--- src/rtl/test_monitor_sync_fifo.sv ---
// Show-ahead synchronous FIFO; a push into a full FIFO is accepted only if a pop happens in the same cycle.
module sync_fifo #(
  parameter int WIDTH = 32,
  parameter int DEPTH = 8
) (
  input  logic             clk,
  input  logic             rst,
  input  logic             push,
  input  logic [WIDTH-1:0] push_data,
  input  logic             pop,
  output logic [WIDTH-1:0] pop_data,
  output logic             full,
  output logic             empty
);
  localparam int AW = $clog2(DEPTH);

  logic [WIDTH-1:0] mem [DEPTH];
  logic [AW-1:0]    wr_ptr;
  logic [AW-1:0]    rd_ptr;
  logic [AW:0]      count;
  logic             push_ok;
  logic             pop_ok;

  assign full     = count == (AW+1)'(DEPTH);
  assign empty    = count == '0;
  assign pop_ok   = pop && !empty;
  assign push_ok  = push && (!full || pop_ok);
  assign pop_data = mem[rd_ptr];

  always_ff @(posedge clk) begin
    if (rst) begin
      wr_ptr <= '0;
      rd_ptr <= '0;
      count  <= '0;
    end else begin
      if (push_ok) wr_ptr <= wr_ptr + AW'(1);
      if (pop_ok)  rd_ptr <= rd_ptr + AW'(1);
      count <= count + (AW+1)'(push_ok) - (AW+1)'(pop_ok);
    end
  end

  always_ff @(posedge clk) begin
    if (push_ok) mem[wr_ptr] <= push_data;
  end

endmodule

--- config.mk ---
export PLATFORM = sky130hd
export DESIGN_NAME = sync_fifo
export DESIGN_NICKNAME = d
export VERILOG_FILES = /design/src/rtl/test_monitor_sync_fifo.sv
export SDC_FILE = /design/constraint.sdc
export NUM_CORES = 1
export LEC_CHECK = 0
export ABC_AREA = 1
export CORE_ASPECT_RATIO = 1.1
export CORE_UTILIZATION = 25
export DETAILED_ROUTE_END_ITERATION = 16
export PLACE_DENSITY_LB_ADDON = 0.3
export SYNTH_ARGS = -nofsm -noshare
export SYNTH_HDL_FRONTEND = slang
export SYNTH_SLANG_ARGS = --single-unit
--- constraint.sdc ---
create_clock -name clk -period 8.2 [get_ports clk]
set_input_delay 0.82 -clock clk [delete_from_list [all_inputs] [get_ports clk]]
set_output_delay 0.82 -clock clk [all_outputs]
set_load 0.005 [all_outputs]
* After elaboration in Yosys (flattened, before gate mapping)
Memories as Yosys holds them, arrays and structs flattened. A register that Yosys moved wholly into a read port is not among the register bits.
Cells that the tools add are included.
** Storage, ports and cells
- Register bits :: 10
- Bits in writable memories :: 256
- Input port bits :: 36
- Output and inout port bits :: 34
- Logic and storage cells :: 19
- Memories kept :: 1
** Memories
- mem :: words 8, width 32, read ports 1, clocked after memory_dff 1, wr ports 1, line 17 : logic [WIDTH-1:0] mem [DEPTH];
** Cells by class
- Add/subtract/negate cells :: 4
- Equality and inequality tests :: 1
- Mux-type cells :: 4
- Reduce and logical (&&, ||, !) cells :: 6
** Operators with widths (number)
- adder 3 x 1 -> 3 bit (second input constant) :: 2
- 2-to-1 mux 3 bit :: 2
- adder 4 x 1 -> 4 bit :: 1
- equality test 4 bit (second input constant) :: 1
- logical NOT 4 bit :: 1
- subtractor 4 x 1 -> 4 bit :: 1
- logical AND 1 bit :: 2
- logical NOT 1 bit :: 2
- 2-to-1 mux 1 bit :: 2
- logical OR 1 bit :: 1

* Logic depth before layout (Yosys ltp)
- Word-level depth :: 7
- Depth in mapped cells :: 14
- Gate-level depth less buffers :: 14

* Worst setup path before layout
Ideal clock, no wire load.
- Path kind :: input port to flip-flop
- Start :: input push
- End :: memory mem[6][0] (enable)
- Library setup time :: 461 ps
- Data arrival time :: 3406 ps
- Required time :: 7739 ps
- Path slack :: 4332 ps
- Stages :: 3
- Path buffers :: 1
- Path through :: clkbuf_1 > nand2_1 > nor3_1
** Between the ends
- Cells in the longest elaborated chain, start to end :: 3
** RTL lines
- from (decl) :: line 8 : input logic push,
- logical AND 1 bit :: line 27 : assign push_ok = push && (!full || pop_ok);
- 2-to-1 mux 1 bit :: line 43 : if (push_ok) mem[wr_ptr] <= push_data;
- 2-to-1 mux 1 bit (not written as such) :: line 43
- to (decl) :: line 17
No other way between the ends.

==> parameters.txt <==
Parameter                              Value

Status
  Result of the run ... finished, final reports clean

Clocking
  Number of clock buffers inserted by TritonCTS ... 25
  Hold Buf Count CTS ... 0
  Clock latency of the later-clocked register in the worst-skew pair ... 520 ps
  Max Buffers Root-to-Sink ... 3
  Num Clock Sinks ... about 270
  Clock slew seen by the registers of the worst setup and hold paths ... about 60 ps
  Count of instances resized after the clock tree is built ... 0
  TritonCTS clock tree ... built
  Clk Tree Root Cell ... sky130_fd_sc_hd__clkbuf_16
  Setup fix buffers added after clock tree synthesis ... 0
  H-tree levels ... 1

STA
  Worst-margin pin slew ... around 1100 ps
  Post-Route Hold Slack ... about 480 ps
  Fmax ... roughly 0.23 GHz
  Share of the cycle needed by the critical path after routing ... a little over half
  Post-route worst setup slack ... between 3000 and 4000 ps
  Period minus WS final ... 4293 ps
  Final-report hold violation count ... 0
  Number of pins exceeding their max-slew limit in the final report ... 0
  Layout Skew ... 8.807 ps
  Remaining max-slew budget at the tightest pin ... 23.80%
  Final setup TNS ... 0 ps
  Final setup vio count ... 0
  Setup repair after global routing missed its margin ... no

Global route
  Remaining Overflow, GRT ... 0
  Vias in the first global route ... around 6600
  Number of antenna violations at the first check in global routing ... 2
  Global-route wire length before repair ... 38540 um
  Pin count of the biggest net entering global routing ... 110
  Total routing resource utilization after global routing ... between 10% and 20%

Finish
  Synthesis-to-layout area growth ... 18.63%
  Area taken by multi-input logic gates ... between 2000 and 2500 um2
  Fraction of layout cells with a size suffix above 1 ... 6.381%
  Sequential Area ... 7956 um2
  Count of filler cells inserted in the layout ... about 4400
  Most common cell after layout, fill and taps aside ... sky130_fd_sc_hd__edfxtp_1
  Top library cells by usage in the layout, fill and taps aside ... sky130_fd_sc_hd__edfxtp_1, sky130_fd_sc_hd__nor2_1, sky130_fd_sc_hd__o21ai_0, sky130_fd_sc_hd__nand2_1, sky130_fd_sc_hd__clkdlybuf4s50_1
  Post-route core utilization ... between 30 and 40%
  NumNets Final ... between 900 and 1000

Setup path
  Worst Setup Start Kind ... flip-flop
  Reg-to-reg startpoint ... count[2]
  Worst setup slack for register-to-register paths ... 5710 ps
  Critical Setup Path Class ... reg -> out
  Worst Reg2Reg Path Length in Cells ... 8
  Crit Reg-Reg Endpoint ... mem[2][10]
  Worst Path Required ... about 7400 ps
  Arrival time at the worst endpoint ... between 3000 and 4000 ps
  Max Fanout on Critical Path ... 109
  Category of the worst setup path capture point ... output port

Place
  Worst setup slack after placement ... around 4400 ps
  Half-perimeter wire length of the detailed placement result ... ~13000 um
  Global placer's final weighted congestion ... 0.6775
  Count of input and output buffers ... 69

Drt
  ANT nets after route ... 0
  First-iteration detailed-routing DRC count ... 457
  Via total after detailed routing ... 6499
  TritonRoute pass-1 iters ... 4
  Ratio of routed vias to standard cells ... around 4.3
  Final routed wire length divided by cell count ... approximately 16 um
  DRC viols ... 0
  Post-Route WL ... 24680 um

Power and ir drop
  Total leakage power ... approximately 4.2 nW
  Power after layout ... between 3 and 4 mW
  Power density normalized to cell area ... between 200 and 300 nW/um2
  Max rail drop VDD ... about 130 uV

Floorplanning
  Initial cell density of the core ... about a quarter
  Placeable core region ... around 42000 um2
  Width of the die ... roughly 200 um
  Die area ... ~44000 um2
  Height of the chip ... 219.2 um
  Total number of placement rows ... just under 80
  Count of boundary I/O pins ... 70

Yosys
  Number of distinct standard cells referenced by the synthesized netlist ... 24
  Sequential fraction of the synthesis area ... between 70% and 80%
  Synth Area in XOR/XNOR ... less than 1%
  FF+latch count, synth ... 269
  Area of the mapped netlist ... approximately 11000 um2
  Compound-gate portion of the synthesized area ... 9.477%
  Largest family of logic cells by synthesized area ... simple AND/OR/NAND/NOR gates
  Synth Area in Adders ... approximately 1%
  Simple-gate share of the synthesized area ... between 10% and 20%
  Avg Synthesized Cell Area ... around 12 um2
  Net count of the mapped netlist ... 923
  Multiplexer share of the synthesized area ... 0%
  Instance count of the mapped netlist ... between 800 and 900
  Yosys warning count ... 0

Run
  Max-cap violations ... 0

Min path
  Beginning of the worst hold path ... rd_ptr[0]
  Hold depth ... 2
  Type of the most critical hold path ... reg -> reg
==> worst max-delay path by stage <==
stage / from / end / slack (ps) / depth (start not counted)
2_1_floorplan: push / mem[6][0] / 4330 / 3
3_3_place_gp: flip-flop / pop_data[1] / 4430 / 7
3_5_place_dp: flip-flop / pop_data[25] / 4420 / 7
4_1_cts: flip-flop / pop_data[25] / 3860 / 7
5_1_grt: flip-flop / pop_data[0] / 3580 / 7
6_report: flip-flop / pop_data[25] / 3910 / 7
==> flip-flops by register name, indices dropped and copies added, names as in the netlist, named ones only <==
signal  cells
rd_ptr      3
count       4
mem       256
wr_ptr      3
==> layout make-up <==
cell class / instances / area share (%)
flip-flops and latches: 269 / 62.56
clock buffers: 30 / 5.067
repair buffers: 81 / 6.139
well taps: 567 / 5.579
diodes: 1 / 0.01968
inverters: 17 / 0.5214
multi-input cells: 543 / 19.27
clock inverters: 16 / 0.8363
==> metrics by stage <==
step	instance area, um2	std cells
after floorplan	10720	879
after global placement	11960	1477
after detailed placement	11960	1477
after CTS	12710	1523
after global routing	12710	1523
final	12720	1524
==> worst max-delay path, stage by stage, from the launching register on <==
cell	delay, ps
sky130_fd_sc_hd__dfxtp_4	530
sky130_fd_sc_hd__inv_4	300
sky130_fd_sc_hd__buf_4	890
sky130_fd_sc_hd__o21ai_0	260
sky130_fd_sc_hd__o21ai_1	130
sky130_fd_sc_hd__nand2_1	60
sky130_fd_sc_hd__nand2_1	140
sky130_fd_sc_hd__clkdlybuf4s50_1	520
==> routing by layer <==
metal | wire, um | part of all wire, % | vias to the layer above | global-route usage [%]
met5 | 17 | 0.069 | - | 0
met4 | 432 | 1.8 | 2 | 3.130
met3 | 982 | 4.0 | 38 | 1.752
met2 | 12050 | 49 | 94 | 19.66
met1 | 11200 | 45 | 3168 | 15.07
li1 | - | - | 3197 | -
==> kinds of logic after synthesis <==
family,count (synthesis)
compound gates,203
buf+inv,67
simple gates,331
flops,269
fa+ha+maj,8
xor+xnor,1
==> where the power goes <==
| group | switching (mW) | total, mW | internal [mW] | leakage [nW] |
|---|---|---|---|---|
| combinational | 0.504 | 0.858 | 0.353 | 1.44 |
| sequential | 0.0745 | 1.68 | 1.60 | 2.43 |
| clock | 0.492 | 1.08 | 0.592 | 0.357 |
==> Yosys cell counts <==
cell type                  number  share of area (%)
sky130_fd_sc_hd__nor3b_1        1              0.070
sky130_fd_sc_hd__clkbuf_2       4               0.19
sky130_fd_sc_hd__o21ai_1       51                2.4
sky130_fd_sc_hd__nand3_1        5               0.23
sky130_fd_sc_hd__o21ai_0      143                6.7
sky130_fd_sc_hd__buf_4          4               0.28
sky130_fd_sc_hd__edfxtp_1     256                 72
sky130_fd_sc_hd__clkbuf_1      18               0.63
sky130_fd_sc_hd__buf_8          1               0.14
sky130_fd_sc_hd__nand2_2        2               0.12
sky130_fd_sc_hd__buf_2         15               0.70
sky130_fd_sc_hd__ha_1           7               0.82
sky130_fd_sc_hd__nand3_2        1              0.093
sky130_fd_sc_hd__dfxtp_1       13                2.4
sky130_fd_sc_hd__buf_6          5               0.53
sky130_fd_sc_hd__buf_12         2               0.37
sky130_fd_sc_hd__buf_1          1              0.035
sky130_fd_sc_hd__nor3_1         4               0.19
sky130_fd_sc_hd__inv_1         17               0.60
sky130_fd_sc_hd__a21oi_1        9               0.42
sky130_fd_sc_hd__fa_1           1               0.19
sky130_fd_sc_hd__xor2_1         1              0.082
sky130_fd_sc_hd__nor2_1       205                7.2
sky130_fd_sc_hd__nand2_1      113                4.0
No activity file was read; power rests on OpenSTA's default activity.
